**src/rtl/keypad_pkg.sv**
```systemverilog
// rtl/keypad_pkg.sv - shared FSM state type, keypad map and seven-segment glyphs
package keypad_pkg;

   typedef enum logic [1:0] {SCAN, CONFIRM, HELD, RELEASE} state_t;

   // Scan index (row*4 + column) to the legend printed on that key
   function automatic logic [3:0] keymap(input logic [3:0] idx);
      logic [3:0] hex;
      case (idx)
         4'd0:    hex = 4'h1;
         4'd1:    hex = 4'h2;
         4'd2:    hex = 4'h3;
         4'd3:    hex = 4'hA;
         4'd4:    hex = 4'h4;
         4'd5:    hex = 4'h5;
         4'd6:    hex = 4'h6;
         4'd7:    hex = 4'hB;
         4'd8:    hex = 4'h7;
         4'd9:    hex = 4'h8;
         4'd10:   hex = 4'h9;
         4'd11:   hex = 4'hC;
         4'd12:   hex = 4'hE;
         4'd13:   hex = 4'h0;
         4'd14:   hex = 4'hF;
         default: hex = 4'hD;
      endcase
      return hex;
   endfunction

   // Active-low segments, bit 0 = a .. bit 6 = g
   function automatic logic [6:0] hex_glyph(input logic [3:0] value);
      logic [6:0] seg;
      case (value)
         4'h0:    seg = 7'h40;
         4'h1:    seg = 7'h79;
         4'h2:    seg = 7'h24;
         4'h3:    seg = 7'h30;
         4'h4:    seg = 7'h19;
         4'h5:    seg = 7'h12;
         4'h6:    seg = 7'h02;
         4'h7:    seg = 7'h78;
         4'h8:    seg = 7'h00;
         4'h9:    seg = 7'h10;
         4'hA:    seg = 7'h08;
         4'hB:    seg = 7'h03;
         4'hC:    seg = 7'h46;
         4'hD:    seg = 7'h21;
         4'hE:    seg = 7'h06;
         default: seg = 7'h0E;
      endcase
      return seg;
   endfunction

endpackage

```
**src/rtl/keypad_digit_mux.sv**
```systemverilog
// rtl/keypad_digit_mux.sv - time-multiplexed drive of the digit history onto one seven-segment display
module keypad_digit_mux
   import keypad_pkg::*;
#(
   parameter int NUM_DIGITS = 4,
   parameter int MUX_BITS   = 15
) (
   input  logic                    clk,
   input  logic                    reset,
   input  logic [4*NUM_DIGITS-1:0] digits,
   output logic [NUM_DIGITS-1:0]   digit_off,
   output logic [6:0]              seven_seg_digit
);

   localparam int SEL_W = $clog2(NUM_DIGITS);

   logic [MUX_BITS-1:0] mux_cnt;
   logic [SEL_W-1:0]    sel;

   always_ff @(posedge clk) begin
      if (reset) begin
         mux_cnt <= '0;
         sel     <= '0;
      end else begin
         mux_cnt <= mux_cnt + MUX_BITS'(1);
         // Explicit wrap so non-power-of-two digit counts never select a missing digit
         if (&mux_cnt) begin
            if (sel == SEL_W'(NUM_DIGITS - 1))
               sel <= '0;
            else
               sel <= sel + SEL_W'(1);
         end
      end
   end

   always_comb begin
      digit_off      = '1;
      digit_off[sel] = 1'b0;
      seven_seg_digit = hex_glyph(digits[{sel, 2'b00} +: 4]);
   end

endmodule

```
**src/rtl/keypad_entry_display.sv**
```systemverilog
// rtl/keypad_entry_display.sv - 4x4 keypad scanner with debounce, digit history and multiplexed display
module keypad_entry_display
   import keypad_pkg::*;
#(
   parameter int NUM_DIGITS    = 4,
   parameter int SCAN_DWELL    = 4,
   parameter int DEBOUNCE_BITS = 20,
   parameter int MUX_BITS      = 15
) (
   input  logic                    clk,
   input  logic                    reset,
   input  logic [3:0]              col_values,
   output logic [3:0]              row_values,
   output logic                    key_valid,
   output logic [3:0]              key_hex,
   output logic [4*NUM_DIGITS-1:0] digits,
   output logic [NUM_DIGITS-1:0]   digit_off,
   output logic [6:0]              seven_seg_digit
);

   localparam int DWELL_W = $clog2(SCAN_DWELL);

   state_t                   state;
   logic [3:0]               col_s1, col_s2;
   logic [3:0]               index;
   logic [3:0]               index_next;
   logic [DWELL_W-1:0]       dwell;
   logic [DEBOUNCE_BITS-1:0] deb;
   logic                     sample_now;
   logic                     pressed;

   assign index_next = index + 4'd1;
   assign sample_now = (dwell == DWELL_W'(SCAN_DWELL - 1));
   assign pressed    = col_s2[index[1:0]];

   always_ff @(posedge clk) begin
      if (reset) begin
         state      <= SCAN;
         index      <= 4'd0;
         row_values <= 4'b0001;
         col_s1     <= 4'd0;
         col_s2     <= 4'd0;
         dwell      <= '0;
         deb        <= '0;
         key_valid  <= 1'b0;
         key_hex    <= 4'd0;
         digits     <= '0;
      end else begin
         col_s1    <= col_values;
         col_s2    <= col_s1;
         key_valid <= 1'b0;
         dwell     <= sample_now ? '0 : dwell + DWELL_W'(1);
         deb       <= deb + DEBOUNCE_BITS'(1);
         case (state)
            SCAN: begin
               if (sample_now) begin
                  if (pressed) begin
                     state <= CONFIRM;
                     deb   <= '0;
                  end else begin
                     index      <= index_next;
                     row_values <= 4'b0001 << index_next[3:2];
                  end
               end
            end
            CONFIRM: begin
               // A released sample on the final count still wins over acceptance
               if (sample_now && !pressed) begin
                  state <= SCAN;
               end else if (&deb) begin
                  state     <= HELD;
                  key_valid <= 1'b1;
                  key_hex   <= keymap(index);
                  digits    <= {digits[4*NUM_DIGITS-5:0], keymap(index)};
               end
            end
            HELD: begin
               if (sample_now && !pressed) begin
                  state <= RELEASE;
                  deb   <= '0;
               end
            end
            RELEASE: begin
               if (sample_now && pressed) begin
                  state <= HELD;
               end else if (&deb) begin
                  state      <= SCAN;
                  index      <= index_next;
                  row_values <= 4'b0001 << index_next[3:2];
                  dwell      <= '0;
               end
            end
            default: state <= SCAN;
         endcase
      end
   end

   keypad_digit_mux #(
      .NUM_DIGITS (NUM_DIGITS),
      .MUX_BITS   (MUX_BITS)
   ) u_digit_mux (
      .clk             (clk),
      .reset           (reset),
      .digits          (digits),
      .digit_off       (digit_off),
      .seven_seg_digit (seven_seg_digit)
   );

endmodule

```
**config.mk**
```make
export PLATFORM = sky130hd
export DESIGN_NAME = keypad_entry_display
export DESIGN_NICKNAME = d
export VERILOG_FILES = /design/src/rtl/keypad_pkg.sv /design/src/rtl/keypad_digit_mux.sv /design/src/rtl/keypad_entry_display.sv
export SDC_FILE = /design/constraint.sdc
export NUM_CORES = 1
export LEC_CHECK = 0
export CORE_MARGIN = 2
export CORE_UTILIZATION = 42
export DETAILED_ROUTE_END_ITERATION = 7
export GPL_TIMING_DRIVEN = 0
export PLACE_DENSITY = 0.72
export SLEW_MARGIN = 30
export SYNTH_ARGS = -nofsm -noshare
export SYNTH_HDL_FRONTEND = slang
export SYNTH_SLANG_ARGS = --single-unit
```
**constraint.sdc**
```tcl
create_clock -name clk -period 2.47 [get_ports clk]
set_input_delay 0.741 -clock clk [delete_from_list [all_inputs] [get_ports clk]]
set_output_delay 0.741 -clock clk [all_outputs]
set_load 0.05 [all_outputs]
```
Yosys cells after proc, flatten, opt, wreduce, memory -nomap -nowiden
Memory sizes are Yosys's and may differ from the RTL's. A register that Yosys moved wholly into a read port is not among the register bits. Index checks and enable logic that the tools add are counted.

Flip-flop bits (word level): 74. ROM bits: 240. Input port bits: 6. Memories kept: 3.

$add $sub $neg: 5. Magnitude comparators: 3. Eq/ne operators: 13. Shift-type cells: 2. Mux-type cells: 32. Bitwise operators: 3. Reductions and logical operators: 12.

Memory list: (name not given) (depth 16, width 7, read ports 1, clocked after Yosys merged registers in 0, wr ports 0, RTL line keypad_pkg.sv:33) `case (value)`; (name not given) (depth 16, width 4, read ports 1, clocked after Yosys merged registers in 1, wr ports 0, RTL line keypad_pkg.sv:9) `case (idx)`; (name not given) (depth 16, width 4, read ports 1, clocked after Yosys merged registers in 1, wr ports 0, RTL line keypad_pkg.sv:9).

Operator list (number): $mux 20 (3); $pmux 20 s2 (1); $mux 4 (8); $mux 2 (12); $reduce_and 22->1 (1); $add 20x1->20 const B (1); $reduce_and 20->1 (1); $pmux 4 s2 (2); $shiftx 16x5->4 (1); $add 15x1->15 const B (1); $reduce_and 15->1 (1); $ne 2x2->1 const B (6); $reduce_and 5->1 (2); $eq 2x2->1 const B (4); $pmux 2 s4 (1); $lt 2x3->1 const B (2); $ne 3x3->1 const B (2); $add 2x1->2 const B (2); $add 4x1->4 const B (1); $not 4->4 (1); $shl 1x2->4 const A (1); $logic_and 1x1->1 (3); $mux 1 (3); $reduce_or 3->1 (1); other kinds (8) (9).

Depth between registers and ports, before layout
Word-level depth: 6. Mapped depth: 8. Mapped depth without buffers: 7.

By module
Synthesis repeated with hierarchy kept, for this count alone.

Cell total of the unflattened synthesis: 402. Area, all modules: 3623.5 µm².

By module, submodules not included: keypad_entry_display (instances 1, cells an instance 276, area an instance 2489.9 µm², sequential area each 1141.1 µm²); keypad_digit_mux (instances 1, cells an instance 126, area an instance 1133.6 µm², sequential area each 340.3 µm²).

Worst setup path after synthesis
OpenSTA, ideal clock, no wires.

Kind: reg2out. From: register u_digit_mux.sel[1]. To: output port seven_seg_digit[4]. Arrival: 2.640 ns. Data required time: 1.729 ns. Slack: -0.911 ns. Stages on the path, launching flop included: 6. Path through: dfxtp_1 > buf_2 > mux4_2 > ha_1 > mux2_2 > o21ai_0.

Longest elaborated chain between the ends: 2.

Ends and longest elaborated chain: start, declared (RTL line keypad_digit_mux.sv:18) `logic [SEL_W-1:0] sel;`; start signal, assigned (RTL line keypad_digit_mux.sv:31) `sel <= sel + SEL_W'(1);`; $shiftx 16x5->4 (RTL line keypad_digit_mux.sv:39) `seven_seg_digit = hex_glyph(digits[{sel, 2'b00} +: 4]);`; $mem_v2 16x7; end, declared (RTL line keypad_entry_display.sv:18) `output logic [6:0] seven_seg_digit`.

Every way passes these cells.

Final worst setup path
Ends and elaborated chain as after synthesis.

==> impl_metrics.json <==
{
  "final_util_pct": 55.7,
  "syn_inst": 388,
  "dp.cells": 533,
  "combPwrFrac_pct": 4.0,
  "fin_skew_ns": 0.0118,
  "cts_root_buf": "clkbuf_8",
  "cp-end-kind": "output port",
  "io_buffers": 40,
  "syn-cell-area_sq_mm": 0.00358,
  "use_met3_pct": 4.62,
  "yosysWarnings": 0,
  "rsz0062_at_grt": "yes",
  "synth_nets": 414,
  "die_h_um": 96.3,
  "status": "finished with violations",
  "path_cells": "buf_6 > mux4_2 > ha_1 > mux2_2 > o21ai_4 > buf_8",
  "use_met1_pct": 20.4,
  "cts_made_buffers": 9,
  "dp_hpwl_um": 5080,
  "clk_latency_ns": 0.35,
  "synth.area.top_cells": "dfxtp_1 (41%), ha_1 (7.0%), nor2_1 (6.7%)",
  "violations": "negative setup slack",
  "slew_viol_final": 0,
  "p_switching_uw": 499,
  "layout-drive-gt1-share_pct": 21.9,
  "first_global_vias": 2694,
  "yosys.area.top_type": "dfxtp_1",
  "worstMarginPinSlew_ns": 0.513,
  "place_ws_ns": -0.837,
  "timing.rr.start": "deb[0]",
  "slowest_stage": "mux4_2",
  "rows": 33,
  "startpoint": "u_digit_mux.sel[1]",
  "setup_ws_ns": -0.501,
  "rrSetupSlack_ns": 0.28,
  "cts.clk_slew.worst_paths_ns": 0.08,
  "cts_htree_levels": 3,
  "cp_data_required_time_ns": 1.73,
  "setup_viol": 7,
  "yosysMostFrequentCell": "dfxtp_1",
  "io_pins": 42,
  "yosys.area.top_type_share_pct": 41.4,
  "antenna_found_initial": 0,
  "period_needed_ns": 2.97,
  "cts_buffer_depth": 2,
  "synth-main-ff-cell": "dfxtp_1",
  "grt_max_degree": 13,
  "core_area_sq_mm": 0.00826,
  "powerDensity_mw_per_mm2": 494,
  "cts_tree": "done",
  "critPathLaunchType": "flop",
  "die_w_um": 96.3,
  "ant_nets": 0,
  "synth_edf_count": 0,
  "ys_seq_area_share_pct": 41.4,
  "grt_first_pass_wirelength_um": 11900,
  "rr_worst_depth": 8,
  "firstDrtPassIters": 4,
  "syn_area_per_cell_sq_um": 9.23,
  "hold_viol": 0,
  "cts_hold_buf": 0,
  "clkPwrFrac_pct": 41.9,
  "vias": 2783,
  "synth-async-reset-ratio_pct": 0,
  "syn_to_final_growth_pct": 28.4,
  "clkSinkCount": 74,
  "yosysUniqueCellTypes": 44,
  "crit_end": "seven_seg_digit[4]",
  "drv_cap": 0,
  "worst_ep_arrival_time_ns": 2.23,
  "wire_per_inst_um": 12.7,
  "p_int_uw": 1770,
  "swShare_pct": 22.0,
  "via_per_inst": 4.99,
  "grt_usage_pct": 16.5,
  "gp_congestion": 0.783,
  "fin_nets": 475,
  "max_freq_mhz": 337,
  "critPathMaxStageDelay_ns": 0.59,
  "drc": 0,
  "synth-seq-cells": 74,
  "pwr-share-seq_pct": 54.1,
  "critPathKind": "flop to output port",
  "fin_crit_sh_pct": 120,
  "busiest_layer": "met2",
  "diodes": 0,
  "met2_usage_pct": 27.1,
  "power_uw": 2270,
  "overflow": 0,
  "num-fill-cells": 752,
  "p_leak_uw": 0.00184,
  "ir_worst_vdd_v": 0.000368,
  "synthTopCellsByCount": "dfxtp_1 (74), nor2_1 (64), nand2_1 (21), xor2_1 (21)",
  "die-area_sq_mm": 0.00928,
  "first_iter_violations": 100,
  "min_path_type": "flop to flop",
  "start_util_pct": 43.4,
  "timing.rr.end": "index[0]",
  "cp_max_fo": 6,
  "slew_headroom_pct": 65.7,
  "wirelength_um": 7070,
  "final_cells": 558
}
==> per-layer routing <==
layer  part of all wire, %  vias to the layer above
li1                      -                     1424
met1                    47                     1307
met2                    47                       41
met3                   3.6                       11
met4                   1.8                        0
met5                     0                        -
==> per-stage QoR <==
step	area, sq um	hold WS [ns]	TNS (ns)
3_5_place_dp	4250	0.430	-5.20
4_1_cts	4580	0.447	-3.47
2_1_floorplan	3720	0.414	-0.319
6_report	4600	0.441	-3.33
5_1_grt	4600	0.449	-3.95
3_3_place_gp	4250	0.422	-5.05
==> area by class of cell <==
class	instances	area [sq um]	area share [%]
timing repair buffer	50	500	10.9
sequential	74	1500	32.7
clock inverter	4	51.3	1.12
tap	105	131	2.86
clock buffer	11	151	3.29
multi-input combinational	274	2020	44.0
buffer	23	169	3.67
inverter	17	68.8	1.50
==> sequential cells by signal (all words and copies together) (netlist names) <==
| name | flops |
|---|---|
| u_digit_mux.mux_cnt | 15 |
| key_valid | 1 |
| col_s1 | 4 |
| dwell | 2 |
| digits | 16 |
| row_values | 4 |
| deb | 20 |
| u_digit_mux.sel | 2 |
| state | 2 |
| index | 4 |
| col_s2 | 4 |
==> power by group through the flow <==
stage | logic [uW] | clock network [uW] | registers [uW]
after floorplan | 68.1 | 0 | 1250
after global placement | 89.4 | 0 | 1250
after detailed placement | 92.4 | 0 | 1260
after CTS | 93.1 | 985 | 1230
after global routing | 105 | 1030 | 1230
final | 91.1 | 951 | 1230
==> how the worst min path moves through the flow <==
stage	startpoint	to	slack, ns	depth (start not counted)
5_1_grt	col_s1[0]	col_s2[0]	0.45	1
2_1_floorplan	col_s1[0]	col_s2[0]	0.41	1
3_3_place_gp	col_s1[3]	col_s2[3]	0.42	1
3_5_place_dp	col_s1[3]	col_s2[3]	0.43	1
6_report	col_s1[3]	col_s2[3]	0.44	1
4_1_cts	col_s1[3]	col_s2[3]	0.45	1
==> worst max-delay path, delay by kind of cell, from the launching register on <==
kind | cells | cell delay (ns)
AO/OA/AOI/OAI | 1 | 0.14
adder cells (fa/ha/maj) | 1 | 0.23
flip-flops | 1 | 0.34
multiplexers | 2 | 0.88
buffers and inverters | 2 | 0.29
==> logic make-up (layout without fill, tap and decap cells) <==
group           Yosys count  in the layout  synth area share (%)
simple gates            162            162                  21.9
flops                    74             74                  41.4
buf+inv                  40            105                  5.45
mux                      33             33                  11.6
xor+xnor                 32             32                  7.83
compound gates           27             27                  4.86
fa+ha+maj                20             20                  6.99
==> placed cells by master, fill, tap and decap left out, types with 3 or more instances in the layout <==
cell and count:
nor2_1 62, dfxtp_1 57, clkdlybuf4s50_1 28, xor2_1 21, nand3_1 20, mux2i_1 20
nand2_1 18, ha_1 18, dfxtp_2 17, inv_1 15, buf_4 14, clkbuf_8 12
nor2b_1 12, clkbuf_1 12, xnor2_1 11, nand4_1 9, mux2_2 7, nand2b_1 7
buf_6 6, mux4_2 6, and3_1 6, a21oi_1 5, nor3_1 5, nor2_2 4
or3_1 4, nand2_2 3, o21a_1 3, and2_1 3, o21ai_4 3, o21ai_0 3
==> what timing repair did <==
item                                    CTS  global route
pin swaps                                 7             1
endpoints found under the setup margin   11             8
gates resized for setup                  67             2
buffers inserted                          8             2
(Power assumes the default switching activity.)
